**config.mk**
```make
export PLATFORM = sky130hd
export DESIGN_NAME = pl_ddr_arbiter_flat
export DESIGN_NICKNAME = d
export VERILOG_FILES = /design/src/rtl/pl_ddr_pkg.sv /design/src/rtl/pl_ddr_arbiter_if.sv /design/src/rtl/pl_ddr_arbiter.sv /design/src/flat_wrapper.sv
export SDC_FILE = /design/constraint.sdc
export NUM_CORES = 1
export LEC_CHECK = 0
export ABC_CLOCK_PERIOD_IN_PS = 7800
export CORE_MARGIN = 3
export CORE_UTILIZATION = 36
export CTS_CLUSTER_DIAMETER = 60
export CTS_CLUSTER_SIZE = 12
export DETAILED_ROUTE_END_ITERATION = 6
export GPL_TIMING_DRIVEN = 1
export PLACE_DENSITY = 0.81
export SYNTH_ARGS = -nofsm -noshare
export SYNTH_HDL_FRONTEND = slang
export SYNTH_SLANG_ARGS = --single-unit
```
**constraint.sdc**
```tcl
create_clock -name pl_clk -period 7.8 [get_ports pl_clk]
set_input_delay 2.34 -clock pl_clk [delete_from_list [all_inputs] [get_ports pl_clk]]
set_output_delay 2.34 -clock pl_clk [all_outputs]
set_load 0.01 [all_outputs]
```
**src/rtl/pl_ddr_pkg.sv**
```systemverilog
// Shared types, widths and defaults for the PL DDR3 command arbiter.
package pl_ddr_pkg;

    localparam int unsigned ADDR_W      = 32;
    localparam int unsigned LEN_W       = 32;
    localparam int unsigned CNT_W       = 16;
    localparam int unsigned STATE_W     = 3;
    localparam int unsigned MAX_LEN_DEF = 32768;
    localparam int unsigned TIMEOUT_DEF = 65535;

    typedef enum logic [STATE_W-1:0] {
        ST_IDLE     = 3'd0,
        ST_WR_ISSUE = 3'd1,
        ST_WR_WAIT  = 3'd2,
        ST_RD_ISSUE = 3'd3,
        ST_RD_WAIT  = 3'd4
    } state_e;

    typedef enum logic {
        DIR_WR = 1'b0,
        DIR_RD = 1'b1
    } dir_e;

    typedef struct packed {
        logic [ADDR_W-1:0] addr;
        logic [LEN_W-1:0]  len;
    } cmd_t;

    // A command is legal when it is non-empty, within the burst limit and word aligned.
    function automatic logic cmd_legal(input logic [ADDR_W-1:0] addr,
                                       input logic [LEN_W-1:0]  len,
                                       input logic [LEN_W-1:0]  max_len);
        return (len != '0) && (len <= max_len) && (addr[1:0] == 2'b00);
    endfunction

endpackage

```
**src/rtl/pl_ddr_arbiter_if.sv**
```systemverilog
// Requester and DDR-controller signals seen by the arbiter.
interface pl_ddr_arbiter_if;

    logic                               wr_req;
    logic                               rd_req;
    logic [pl_ddr_pkg::ADDR_W-1:0]      wr_addr;
    logic [pl_ddr_pkg::ADDR_W-1:0]      rd_addr;
    logic [pl_ddr_pkg::LEN_W-1:0]       wr_length;
    logic [pl_ddr_pkg::LEN_W-1:0]       rd_length;
    logic                               wr_ack;
    logic                               rd_ack;
    logic                               wr_done;
    logic                               rd_done;
    logic                               pl_ddr_busy;
    logic                               pl_ddr_wr_finish;
    logic                               pl_ddr_rd_finish;
    logic                               pl_ddr_wr_start;
    logic                               pl_ddr_rd_start;
    logic [pl_ddr_pkg::ADDR_W-1:0]      pl_ddr_wr_addr;
    logic [pl_ddr_pkg::ADDR_W-1:0]      pl_ddr_rd_addr;
    logic [pl_ddr_pkg::LEN_W-1:0]       pl_ddr_wr_length;
    logic [pl_ddr_pkg::LEN_W-1:0]       pl_ddr_rd_length;
    logic                               err_len;
    logic                               err_timeout;
    logic [pl_ddr_pkg::STATE_W-1:0]     state_out;

    // Arbiter side.
    modport slave (
        input  wr_req, rd_req, wr_addr, rd_addr, wr_length, rd_length,
        input  pl_ddr_busy, pl_ddr_wr_finish, pl_ddr_rd_finish,
        output wr_ack, rd_ack, wr_done, rd_done,
        output pl_ddr_wr_start, pl_ddr_rd_start,
        output pl_ddr_wr_addr, pl_ddr_rd_addr, pl_ddr_wr_length, pl_ddr_rd_length,
        output err_len, err_timeout, state_out
    );

    // Requester / controller side.
    modport master (
        output wr_req, rd_req, wr_addr, rd_addr, wr_length, rd_length,
        output pl_ddr_busy, pl_ddr_wr_finish, pl_ddr_rd_finish,
        input  wr_ack, rd_ack, wr_done, rd_done,
        input  pl_ddr_wr_start, pl_ddr_rd_start,
        input  pl_ddr_wr_addr, pl_ddr_rd_addr, pl_ddr_wr_length, pl_ddr_rd_length,
        input  err_len, err_timeout, state_out
    );

endinterface

```
**src/rtl/pl_ddr_arbiter.sv**
```systemverilog
// Round-robin write/read arbiter issuing one command at a time to the PL DDR3 controller.
module pl_ddr_arbiter
    import pl_ddr_pkg::*;
#(
    parameter int unsigned MAX_LEN        = MAX_LEN_DEF,
    parameter int unsigned TIMEOUT_CYCLES = TIMEOUT_DEF
) (
    input  logic              pl_clk,
    input  logic              rst,
    pl_ddr_arbiter_if.slave   bus
);

    state_e           state_q, state_d;
    dir_e             last_q, last_d;
    logic [CNT_W-1:0] cnt_q, cnt_d;
    cmd_t             wr_cmd_q, wr_cmd_d;
    cmd_t             rd_cmd_q, rd_cmd_d;
    logic             wr_ack_q, wr_ack_d;
    logic             rd_ack_q, rd_ack_d;
    logic             wr_done_q, wr_done_d;
    logic             rd_done_q, rd_done_d;
    logic             wr_start_q, wr_start_d;
    logic             rd_start_q, rd_start_d;
    logic             err_len_q, err_len_d;
    logic             err_to_q, err_to_d;
    logic             wait_expired_c;

    // WAIT has run its full budget once this edge would be its TIMEOUT_CYCLES-th.
    assign wait_expired_c = (32'(cnt_q) + 32'd1) == 32'(TIMEOUT_CYCLES);

    // State register and registered outputs.
    always_ff @(posedge pl_clk or posedge rst) begin
        if (rst) begin
            state_q    <= ST_IDLE;
            last_q     <= DIR_RD;
            cnt_q      <= '0;
            wr_cmd_q   <= '0;
            rd_cmd_q   <= '0;
            wr_ack_q   <= 1'b0;
            rd_ack_q   <= 1'b0;
            wr_done_q  <= 1'b0;
            rd_done_q  <= 1'b0;
            wr_start_q <= 1'b0;
            rd_start_q <= 1'b0;
            err_len_q  <= 1'b0;
            err_to_q   <= 1'b0;
        end else begin
            state_q    <= state_d;
            last_q     <= last_d;
            cnt_q      <= cnt_d;
            wr_cmd_q   <= wr_cmd_d;
            rd_cmd_q   <= rd_cmd_d;
            wr_ack_q   <= wr_ack_d;
            rd_ack_q   <= rd_ack_d;
            wr_done_q  <= wr_done_d;
            rd_done_q  <= rd_done_d;
            wr_start_q <= wr_start_d;
            rd_start_q <= rd_start_d;
            err_len_q  <= err_len_d;
            err_to_q   <= err_to_d;
        end
    end

    // Next-state, grant, command and completion logic.
    always_comb begin
        state_d    = state_q;
        last_d     = last_q;
        cnt_d      = '0;
        wr_cmd_d   = wr_cmd_q;
        rd_cmd_d   = rd_cmd_q;
        wr_ack_d   = 1'b0;
        rd_ack_d   = 1'b0;
        wr_done_d  = 1'b0;
        rd_done_d  = 1'b0;
        wr_start_d = 1'b0;
        rd_start_d = 1'b0;
        err_len_d  = 1'b0;
        err_to_d   = 1'b0;

        case (state_q)
            ST_IDLE: begin
                if (!bus.pl_ddr_busy) begin
                    if (bus.wr_req && (!bus.rd_req || last_q == DIR_RD)) begin
                        wr_ack_d = 1'b1;
                        last_d   = DIR_WR;
                        if (cmd_legal(bus.wr_addr, bus.wr_length, LEN_W'(MAX_LEN))) begin
                            wr_cmd_d = '{addr: bus.wr_addr, len: bus.wr_length};
                            state_d  = ST_WR_ISSUE;
                        end else begin
                            err_len_d = 1'b1;
                        end
                    end else if (bus.rd_req) begin
                        rd_ack_d = 1'b1;
                        last_d   = DIR_RD;
                        if (cmd_legal(bus.rd_addr, bus.rd_length, LEN_W'(MAX_LEN))) begin
                            rd_cmd_d = '{addr: bus.rd_addr, len: bus.rd_length};
                            state_d  = ST_RD_ISSUE;
                        end else begin
                            err_len_d = 1'b1;
                        end
                    end
                end
            end
            ST_WR_ISSUE: begin
                wr_start_d = 1'b1;
                state_d    = ST_WR_WAIT;
            end
            ST_WR_WAIT: begin
                if (bus.pl_ddr_wr_finish) begin
                    wr_done_d = 1'b1;
                    state_d   = ST_IDLE;
                end else if (wait_expired_c) begin
                    wr_done_d = 1'b1;
                    err_to_d  = 1'b1;
                    state_d   = ST_IDLE;
                end else begin
                    cnt_d = cnt_q + CNT_W'(1);
                end
            end
            ST_RD_ISSUE: begin
                rd_start_d = 1'b1;
                state_d    = ST_RD_WAIT;
            end
            ST_RD_WAIT: begin
                if (bus.pl_ddr_rd_finish) begin
                    rd_done_d = 1'b1;
                    state_d   = ST_IDLE;
                end else if (wait_expired_c) begin
                    rd_done_d = 1'b1;
                    err_to_d  = 1'b1;
                    state_d   = ST_IDLE;
                end else begin
                    cnt_d = cnt_q + CNT_W'(1);
                end
            end
            default: state_d = ST_IDLE;
        endcase
    end

    assign bus.wr_ack           = wr_ack_q;
    assign bus.rd_ack           = rd_ack_q;
    assign bus.wr_done          = wr_done_q;
    assign bus.rd_done          = rd_done_q;
    assign bus.pl_ddr_wr_start  = wr_start_q;
    assign bus.pl_ddr_rd_start  = rd_start_q;
    assign bus.pl_ddr_wr_addr   = wr_cmd_q.addr;
    assign bus.pl_ddr_wr_length = wr_cmd_q.len;
    assign bus.pl_ddr_rd_addr   = rd_cmd_q.addr;
    assign bus.pl_ddr_rd_length = rd_cmd_q.len;
    assign bus.err_len          = err_len_q;
    assign bus.err_timeout      = err_to_q;
    assign bus.state_out        = state_q;

endmodule
```
**src/flat_wrapper.sv**
```systemverilog
// flat-port wrapper written by rule: the top's interface ports become plain ports
module pl_ddr_arbiter_flat import pl_ddr_pkg::*;
#(
    parameter int unsigned MAX_LEN        = MAX_LEN_DEF,
    parameter int unsigned TIMEOUT_CYCLES = TIMEOUT_DEF
)
  (pl_clk, rst, bus_wr_req, bus_rd_req, bus_wr_addr, bus_rd_addr, bus_wr_length, bus_rd_length, bus_pl_ddr_busy, bus_pl_ddr_wr_finish, bus_pl_ddr_rd_finish, bus_wr_ack, bus_rd_ack, bus_wr_done, bus_rd_done, bus_pl_ddr_wr_start, bus_pl_ddr_rd_start, bus_pl_ddr_wr_addr, bus_pl_ddr_rd_addr, bus_pl_ddr_wr_length, bus_pl_ddr_rd_length, bus_err_len, bus_err_timeout, bus_state_out);
  pl_ddr_arbiter_if bus_i ();
  input  logic pl_clk;
  input  logic rst;
  input wire logic [$bits(bus_i.wr_req)-1:0] bus_wr_req;
  input wire logic [$bits(bus_i.rd_req)-1:0] bus_rd_req;
  input wire logic [$bits(bus_i.wr_addr)-1:0] bus_wr_addr;
  input wire logic [$bits(bus_i.rd_addr)-1:0] bus_rd_addr;
  input wire logic [$bits(bus_i.wr_length)-1:0] bus_wr_length;
  input wire logic [$bits(bus_i.rd_length)-1:0] bus_rd_length;
  input wire logic [$bits(bus_i.pl_ddr_busy)-1:0] bus_pl_ddr_busy;
  input wire logic [$bits(bus_i.pl_ddr_wr_finish)-1:0] bus_pl_ddr_wr_finish;
  input wire logic [$bits(bus_i.pl_ddr_rd_finish)-1:0] bus_pl_ddr_rd_finish;
  output wire logic [$bits(bus_i.wr_ack)-1:0] bus_wr_ack;
  output wire logic [$bits(bus_i.rd_ack)-1:0] bus_rd_ack;
  output wire logic [$bits(bus_i.wr_done)-1:0] bus_wr_done;
  output wire logic [$bits(bus_i.rd_done)-1:0] bus_rd_done;
  output wire logic [$bits(bus_i.pl_ddr_wr_start)-1:0] bus_pl_ddr_wr_start;
  output wire logic [$bits(bus_i.pl_ddr_rd_start)-1:0] bus_pl_ddr_rd_start;
  output wire logic [$bits(bus_i.pl_ddr_wr_addr)-1:0] bus_pl_ddr_wr_addr;
  output wire logic [$bits(bus_i.pl_ddr_rd_addr)-1:0] bus_pl_ddr_rd_addr;
  output wire logic [$bits(bus_i.pl_ddr_wr_length)-1:0] bus_pl_ddr_wr_length;
  output wire logic [$bits(bus_i.pl_ddr_rd_length)-1:0] bus_pl_ddr_rd_length;
  output wire logic [$bits(bus_i.err_len)-1:0] bus_err_len;
  output wire logic [$bits(bus_i.err_timeout)-1:0] bus_err_timeout;
  output wire logic [$bits(bus_i.state_out)-1:0] bus_state_out;
  assign bus_i.wr_req = bus_wr_req;
  assign bus_i.rd_req = bus_rd_req;
  assign bus_i.wr_addr = bus_wr_addr;
  assign bus_i.rd_addr = bus_rd_addr;
  assign bus_i.wr_length = bus_wr_length;
  assign bus_i.rd_length = bus_rd_length;
  assign bus_i.pl_ddr_busy = bus_pl_ddr_busy;
  assign bus_i.pl_ddr_wr_finish = bus_pl_ddr_wr_finish;
  assign bus_i.pl_ddr_rd_finish = bus_pl_ddr_rd_finish;
  assign bus_wr_ack = bus_i.wr_ack;
  assign bus_rd_ack = bus_i.rd_ack;
  assign bus_wr_done = bus_i.wr_done;
  assign bus_rd_done = bus_i.rd_done;
  assign bus_pl_ddr_wr_start = bus_i.pl_ddr_wr_start;
  assign bus_pl_ddr_rd_start = bus_i.pl_ddr_rd_start;
  assign bus_pl_ddr_wr_addr = bus_i.pl_ddr_wr_addr;
  assign bus_pl_ddr_rd_addr = bus_i.pl_ddr_rd_addr;
  assign bus_pl_ddr_wr_length = bus_i.pl_ddr_wr_length;
  assign bus_pl_ddr_rd_length = bus_i.pl_ddr_rd_length;
  assign bus_err_len = bus_i.err_len;
  assign bus_err_timeout = bus_i.err_timeout;
  assign bus_state_out = bus_i.state_out;
  pl_ddr_arbiter #(.MAX_LEN(MAX_LEN), .TIMEOUT_CYCLES(TIMEOUT_CYCLES)) u_core (.pl_clk(pl_clk), .rst(rst), .bus(bus_i));
endmodule
```
Word level (Yosys, flattened, before mapping):

Index checks and enable logic that the tools add are counted.

* register bits: 156
* bits of input ports: 135
* output and inout port bits: 139
* logic and storage cells: 85

* $add $sub $neg: 2
* order comparisons: 2
* equal/unequal tests: 9
* multiplexer cells: 38
* bitwise logic cells: 2
* reduce and logical (&&, ||, !) cells: 17

Operator list (count)
* 32-bit by 16-bit <= comparator with 1-bit output (second input constant): 2
* 32-bit nonzero test: 2
* 16-bit 2-to-1 mux: 3
* 32-bit by 16-bit equality test with 1-bit output (second input constant): 1
* 16-bit one-hot mux with 2 select lines: 1
* 1-bit 2-to-1 mux: 24
* 3-bit 2-to-1 mux: 8
* 16-bit by 1-bit adder with 17-bit output (second input constant): 1
* 16-bit by 1-bit adder with 16-bit output (second input constant): 1
* 3-bit one-hot mux with 5 select lines: 1
* 4-bit AND reduction: 2
* 3-bit by 2-bit equality test with 1-bit output (second input constant): 2
* 1-bit logical AND: 5
* 5-bit AND reduction: 1
* 2-bit logical NOT: 2
* 3-bit by 1-bit equality test with 1-bit output (second input constant): 1
* 3-bit equality test (second input constant): 1
* 3-bit logical NOT: 1
* 3-bit by 1-bit inequality test with 1-bit output (second input constant): 1
* 3-bit by 2-bit inequality test with 1-bit output (second input constant): 1
* 3-bit inequality test (second input constant): 1
* 3-bit AND reduction: 1
* 2-bit inequality test (second input constant): 1
* 1-bit NOT: 2
* 4 further kinds: 4

Logic depth before layout (Yosys ltp):

Gate-level depths: netlist of the first run.

* depth in word-level cells: 8
* mapped depth: 9
* mapped depth without buffers: 7

Worst setup path after synthesis of the first run:

OpenSTA, ideal clock, no wires.

* kind: input port to flip-flop
* start: in bus_rd_length[19]
* end: reg u_core.rd_cmd_q, in the netlist u_core.bus.pl_ddr_rd_addr[10]
* setup time: 128 ps
* data arrival time: 3977 ps
* data required time: 7672 ps
* path slack: 3695 ps
* stages on the path: 7
* path buffers: 2
* path through: or4_1 nor3_2 nand3_1 or2_1 buf_2 buf_2 mux2_1

* word-level cells in the longest chain between the ends: 4
* elaborated cells on any way between the ends: 5
* classes of those cells: order compare (1); reduce/logical (4)

Ends and longest elaborated chain
* start: declaration: RTL line flat_wrapper.sv:16 `input wire logic [$bits(bus_i.rd_length)-1:0] bus_rd_length;`
* 32-bit by 16-bit <= comparator with 1-bit output / 32-bit nonzero test (equally long branches): RTL line pl_ddr_pkg.sv:33 `return (len != '0) && (len <= max_len) && (addr[1:0] == 2'b00);`
* 1-bit logical AND * (2 in a row): RTL line pl_ddr_pkg.sv:33
* 5-bit AND reduction (no line) *
* end signal: assignment: RTL line pl_ddr_arbiter.sv:52 `rd_cmd_q <= rd_cmd_d;`
* end: declaration: RTL line pl_ddr_arbiter.sv:17 `cmd_t rd_cmd_q, rd_cmd_d;`

Every way passes the cells marked *; elsewhere a longest branch is shown, timed or not.
A chain may end at the register's enable or synchronous reset.

Worst setup path in the final report of the first run:

* start: in bus_wr_length[12]
* end: reg u_core.wr_cmd_q, in the netlist u_core.bus.pl_ddr_wr_length[1]

* word-level cells in the longest chain between the ends: 4
* elaborated cells on any way between the ends: 5
* classes of those cells: order compare (1); reduce/logical (4)

Ends and longest elaborated chain
* start: declaration: RTL line flat_wrapper.sv:15 `input wire logic [$bits(bus_i.wr_length)-1:0] bus_wr_length;`
* 32-bit by 16-bit <= comparator with 1-bit output / 32-bit nonzero test (equally long branches): RTL line pl_ddr_pkg.sv:33
* 1-bit logical AND * (2 in a row): RTL line pl_ddr_pkg.sv:33
* 4-bit AND reduction (no line) *
* end signal: assignment: RTL line pl_ddr_arbiter.sv:51 `wr_cmd_q <= wr_cmd_d;`
* end: declaration: RTL line pl_ddr_arbiter.sv:16 `cmd_t wr_cmd_q, wr_cmd_d;`

Marks and branches as above.

==> results of run 1 <==
[registers in the layout (all words and copies together) (netlist names)]
register / flops
u_core.bus.pl_ddr_wr_length: 32
u_core.bus.err_timeout: 1
u_core.bus.pl_ddr_wr_addr: 32
u_core.bus.pl_ddr_rd_addr: 32
u_core.bus.rd_ack: 1
u_core.bus.rd_done: 1
u_core.last_q: 1
u_core.bus.pl_ddr_rd_length: 32
u_core.bus.state_out: 3
u_core.cnt_q: 16
u_core.bus.err_len: 1
u_core.bus.pl_ddr_rd_start: 1
u_core.bus.pl_ddr_wr_start: 1
u_core.bus.wr_done: 1
u_core.bus.wr_ack: 1
[layout make-up]
type | count | area, sq um
sequential | 156 | 3910
timing repair buffer | 277 | 2760
tap | 220 | 275
inverter | 5 | 23.8
clock buffer | 17 | 425
clock inverter | 14 | 136
multi-input combinational | 273 | 2210
fill | 1331 | 7020
[through the flow]
stage	power, W	area, sq um
after floorplan	0.000846	6240
after global placement	0.000926	9180
after detailed placement	0.000929	9180
after CTS	0.00172	9740
after global routing	0.00176	9740
final	0.00170	9740
[logic make-up (layout without fill, tap and decap cells)]
kind of cell / Yosys count / in the layout / share of synthesized area (%)
flops: 156 / 156 / 62.5
xor+xnor: 17 / 17 / 2.38
fa+ha+maj: 2 / 2 / 0.401
mux: 93 / 93 / 16.8
buf+inv: 27 / 313 / 2.06
compound gates: 21 / 21 / 2.28
simple gates: 140 / 140 / 13.5
[layout by cell type (no fill, tap or decap), types with 4 or more instances in the layout]
cell type,n
a21oi_1,6
and2_1,38
buf_4,4
clkbuf_16,17
clkdlybuf4s50_1,273
clkinvlp_4,5
dfrtp_1,155
inv_1,4
inv_6,6
mux2_1,46
mux2_2,47
nand2_1,11
nand3_1,8
nand4_1,6
nor2_1,16
nor3_1,23
nor4_1,15
o21ai_0,4
xnor2_1,9
xor2_1,8
[power by group through the flow]
stage	sequential [W]	clock, W	combinational (W)
finish	0.000813	0.000786	0.0000989
global route	0.000813	0.000839	0.000107
CTS	0.000813	0.000806	0.000101
detailed placement	0.000828	0	0.000100
global placement	0.000828	0	0.0000974
floorplan	0.000829	0	0.0000177
[worst paths after layout]
kind                                                      start                         endpoint  slack, ns  depth (start not counted)
worst max register to register                  u_core.cnt_q[1]          u_core.bus.state_out[2]       4.52                          7
worst min-delay path            u_core.bus.pl_ddr_wr_length[29]  u_core.bus.pl_ddr_wr_length[29]       0.48                          1
worst max-delay path                          bus_wr_length[12]   u_core.bus.pl_ddr_wr_length[1]       3.22                          8
min in group asynchronous                                   rst    u_core.bus.pl_ddr_wr_addr[25]       2.43                          2
worst min register to register  u_core.bus.pl_ddr_wr_length[29]  u_core.bus.pl_ddr_wr_length[29]       0.48                          1
max in group asynchronous                                   rst   u_core.bus.pl_ddr_wr_length[6]       3.94                          3
[routing by layer]
metal	GRT usage [%]	part of all wire, %	vias to the layer above
li1	-	-	2153
met1	22.2	38	2318
met2	31.4	52	180
met3	5.77	6.5	44
met4	8.12	3.1	2
met5	0	0.075	-
==> impl_metrics.yaml, run 1 <==
status:
  status: "finished clean"
clocking:
  clk_latency_ns: 0.42
  cts_tree: "yes"
  h-tree-depth: 4
  clkSinkCount: 156
  cts-resized-gates: 0
  cts_setup_buffers: 0
  clockRootBuffer: "clkbuf_16"
  cts.path.max_buffers: 2
  ctsHoldBuffers: 0
  numCtsBuffers: 17
  clkTransAtPathRegs_ns: 0.06
pwr:
  power.switching_w: 0.000378
  ir_worst_vdd_mv: 0.141
  combPwrFrac_pct: 5.8
  clkPwrFrac_pct: 46.3
  power.leakage_nw: 4.43
  p_per_area_mw_per_mm2: 174
  p_int_w: 0.00132
  swShare_pct: 22.3
  p_seq_share_pct: 47.9
die:
  die-height_um: 138
  core_sq_mm: 0.0168
  initial_utilization_pct: 37.3
  pin_count: 274
  die_w_um: 138
  dieArea_sq_mm: 0.0190
  rows: 47
drt:
  wirelength_um: 17400
  wl_per_cell_um: 18.0
  drtIter0Drc: 204
  viasPerCell: 4.88
  drt_first_pass_iters: 4
  drc_errors: 0
  route.vias.total: 4697
  ant_nets: 0
worst_setup_path:
  cp_slowest_cell: "buf_4"
  start_kind: "input port"
  crit_chain: "clkdlybuf4s50_1, nor4_1, nand4_1, xor2_1, nand4_1, or2_2, buf_4, mux2_2"
  crit_family: "buffers and inverters"
  critical_path_required_ns: 8.10
  cpMostUsedCell: "nand4_1"
  end_kind: "flop"
  crit_type: "input port to flop"
  crit_arrival_ns: 4.88
  crit_buf_inv: 2
  cp_max_fo: 64
  max_stage_delay_ns: 0.56
logic_synthesis:
  synth_flop_cell: "dfrtp_1"
  synthCells: 456
  synth_most_common_cell: "dfrtp_1"
  syn_nets: 593
  ys_seq_area_share_pct: 62.5
  synthesis.area_sq_mm: 0.00624
  synth_top_area_share_pct: 62.1
  yosys-top-cells-count: "dfrtp_1, mux2_2, mux2_1"
  synth.avg_cell_area_sq_um: 13.7
  synth_edf_count: 0
  async_flop_share_pct: 100
  synth_cell_types: 41
  yosysTopAreaCell: "dfrtp_1"
  ys.warnings.count: 0
  ys_top_cells_by_area: "dfrtp_1, mux2_2, mux2_1"
  ys_seq_elements: 156
grt:
  antenna_found_initial: 1
  grt_overflow: 0
  grt_pass1_wl_um: 27200
  grt_pass1_vias: 5189
  grt_max_degree: 86
  grtUsageTotal_pct: 18.7
final_layout:
  final_util_pct: 58.1
  antenna_cells: 0
  drive_above_1_share_pct: 12.5
  stdcell_count: 962
  area_delta_synth_final_pct: 56.0
  finalNetCount: 867
placement:
  gp_congestion: 0.850
  dp.final_hpwl_um: 13200
  dp_slack_ns: 2.75
  dp.cells: 931
  portBuffers: 273
timing:
  fin_skew_ns: 0.00952
  period_minus_slack_ns: 4.58
  fin_ws_ns: 3.22
  fin_tns_setup_ns: 0
  finalHoldViolCount: 0
  slew_headroom_pct: 29.6
  max_freq_mhz: 218
  worstMarginPinSlew_ns: 1.05
  rsz0062_at_grt: "false"
  report.final.slew_viol_count: 0
  period_share_pct: 58.8
  finalSetupViolations: 0
  hold_slack_ns: 0.481
flow_run:
  drv_cap: 0
hold_path:
  worstHoldPathType: "flop to flop"
No activity file was read; power rests on OpenSTA's default activity.
==> run 2, diff against run 1 <==
ABC_CLOCK_PERIOD_IN_PS = 4800   (was 7800)
clock period = 4.8 ns   (was 7.8 ns; I/O delays follow)
==> impl_metrics.yaml, run 2 (same netlist as run 1, synthesis figures left out) <==
timing:
  period_share_pct: 77.6
  worstMarginPinSlew_ns: 1.06
  max_freq_mhz: 268
  finalHoldViolCount: 0
  finalSetupViolations: 0
  rsz0062_at_grt: "false"
  fin_skew_ns: 0.00683
  fin_ws_ns: 1.07
  fin_tns_setup_ns: 0
  report.final.slew_viol_count: 0
  slew_headroom_pct: 28.7
  period_minus_slack_ns: 3.73
worst_setup_path:
  crit_arrival_ns: 4.02
  r2r_cells: 7
  end_kind: "flop"
  critical_path_required_ns: 5.09
  start_kind: "input port"
  r2r-start: "u_core.cnt_q[0]"
  cp_max_fo: 64
  worstSetupEndpoint: "u_core.bus.pl_ddr_wr_length[6]"
  crit_type: "input port to flop"
  reg2reg_to: "u_core.bus.state_out[2]"
  regToRegSetupSlack_ns: 1.56
  startpoint: "bus_wr_length[7]"
final_layout:
  layout_commonest_cell: "clkdlybuf4s50_1"
  multiInputGateArea_sq_mm: 0.00221
  final_cell_mix: "clkdlybuf4s50_1, dfrtp_1, mux2_2"
  stdcell_count: 964
  area_delta_synth_final_pct: 56.9
  fillCellCount: 1304
  regArea_sq_mm: 0.00391
  drive_above_1_share_pct: 12.8
  finalNetCount: 868
  antenna_cells: 0
  final_util_pct: 58.4
die:
  core_sq_mm: 0.0168
  dieArea_sq_mm: 0.0190
  pin_count: 274
  die_w_um: 138
  die-height_um: 138
  initial_utilization_pct: 37.3
  rows: 47
clocking:
  ctsHoldBuffers: 0
  numCtsBuffers: 17
  cts-resized-gates: 0
  clk_latency_ns: 0.41
  clkSinkCount: 156
  cts_setup_buffers: 0
  h-tree-depth: 4
  clockRootBuffer: "clkbuf_16"
  clkTransAtPathRegs_ns: 0.06
  cts_tree: "yes"
  cts.path.max_buffers: 2
status:
  status: "finished clean"
pwr:
  power.leakage_nw: 4.47
  ir_worst_vdd_mv: 0.205
  p_total_w: 0.00279
  p_per_area_mw_per_mm2: 285
placement:
  dp_slack_ns: 0.600
  gp_congestion: 0.873
  dp.cells: 932
  dp.final_hpwl_um: 13200
  portBuffers: 273
drt:
  drtIter0Drc: 246
  viasPerCell: 4.85
  drc_errors: 0
  drt_first_pass_iters: 4
  route.vias.total: 4676
  wirelength_um: 17500
  wl_per_cell_um: 18.1
  ant_nets: 0
grt:
  grt_pass1_wl_um: 27500
  grt_pass1_vias: 5107
  grt_max_degree: 157
  antenna_found_initial: 0
  grtUsageTotal_pct: 18.8
  grt_overflow: 0
flow_run:
  drv_cap: 0
hold_path:
  worstHoldPathType: "flop to flop"
## run 2: cell types whose count changed in the layout (fill, tap and decap cells not counted)
cell	previous run	this run
clkbuf_8	0	4
clkinvlp_4	5	2
buf_12	0	2
clkinv_2	1	3
inv_6	6	4
buf_4	4	3
clkinv_4	1	2
inv_8	1	0
## run 2: per-layer routing
metal	part of all wire [%]	up-vias	global-route usage, %
li1	-	2161	-
met1	37	2320	21.8
met2	53	162	31.9
met3	6.9	33	6.65
met4	2.5	0	7.30
met5	0	-	0
## run 2: layout make-up
| class | count | share of cell area [%] |
|---|---|---|
| clock inverters | 11 | 1.07 |
| inverters | 5 | 0.230 |
| repair buffers | 278 | 28.5 |
| well taps | 220 | 2.81 |
| flip-flops and latches | 156 | 39.9 |
| clock buffers | 21 | 4.91 |
| multi-input cells | 273 | 22.6 |
## run 2: critical path, stage by stage
cell and delay, ns:
clkdlybuf4s50_1 0.42, nor4_1 0.48, nand4_1 0.17, xor2_1 0.24
nand4_1 0.31, or2_2 0.41, buf_12 0.22, mux2_2 0.31
## run 2: worst min-delay path by stage
stage	startpoint	slack [ns]	cells after the start	to
floorplan	u_core.last_q	0.51	2	u_core.last_q
global placement	u_core.bus.pl_ddr_wr_length[20]	0.47	1	u_core.bus.pl_ddr_wr_length[20]
detailed placement	u_core.bus.pl_ddr_wr_length[31]	0.47	1	u_core.bus.pl_ddr_wr_length[31]
CTS	u_core.bus.pl_ddr_wr_length[25]	0.49	1	u_core.bus.pl_ddr_wr_length[25]
global route	u_core.bus.pl_ddr_wr_length[28]	0.50	1	u_core.bus.pl_ddr_wr_length[28]
finish	u_core.bus.pl_ddr_wr_length[25]	0.49	1	u_core.bus.pl_ddr_wr_length[25]
## run 2: report_power, final
group	internal, W	total (W)	switching, W
clock network	0.000775	0.00131	0.000532
logic	0.000105	0.000162	0.0000575
registers	0.00132	0.00132	0.00000261
## run 2: through the flow
stage,hold slack [ns],area [sq um]
after floorplan,0.509,6250
after global placement,0.468,9210
after detailed placement,0.470,9210
after CTS,0.490,9790
after global routing,0.504,9790
final,0.485,9790
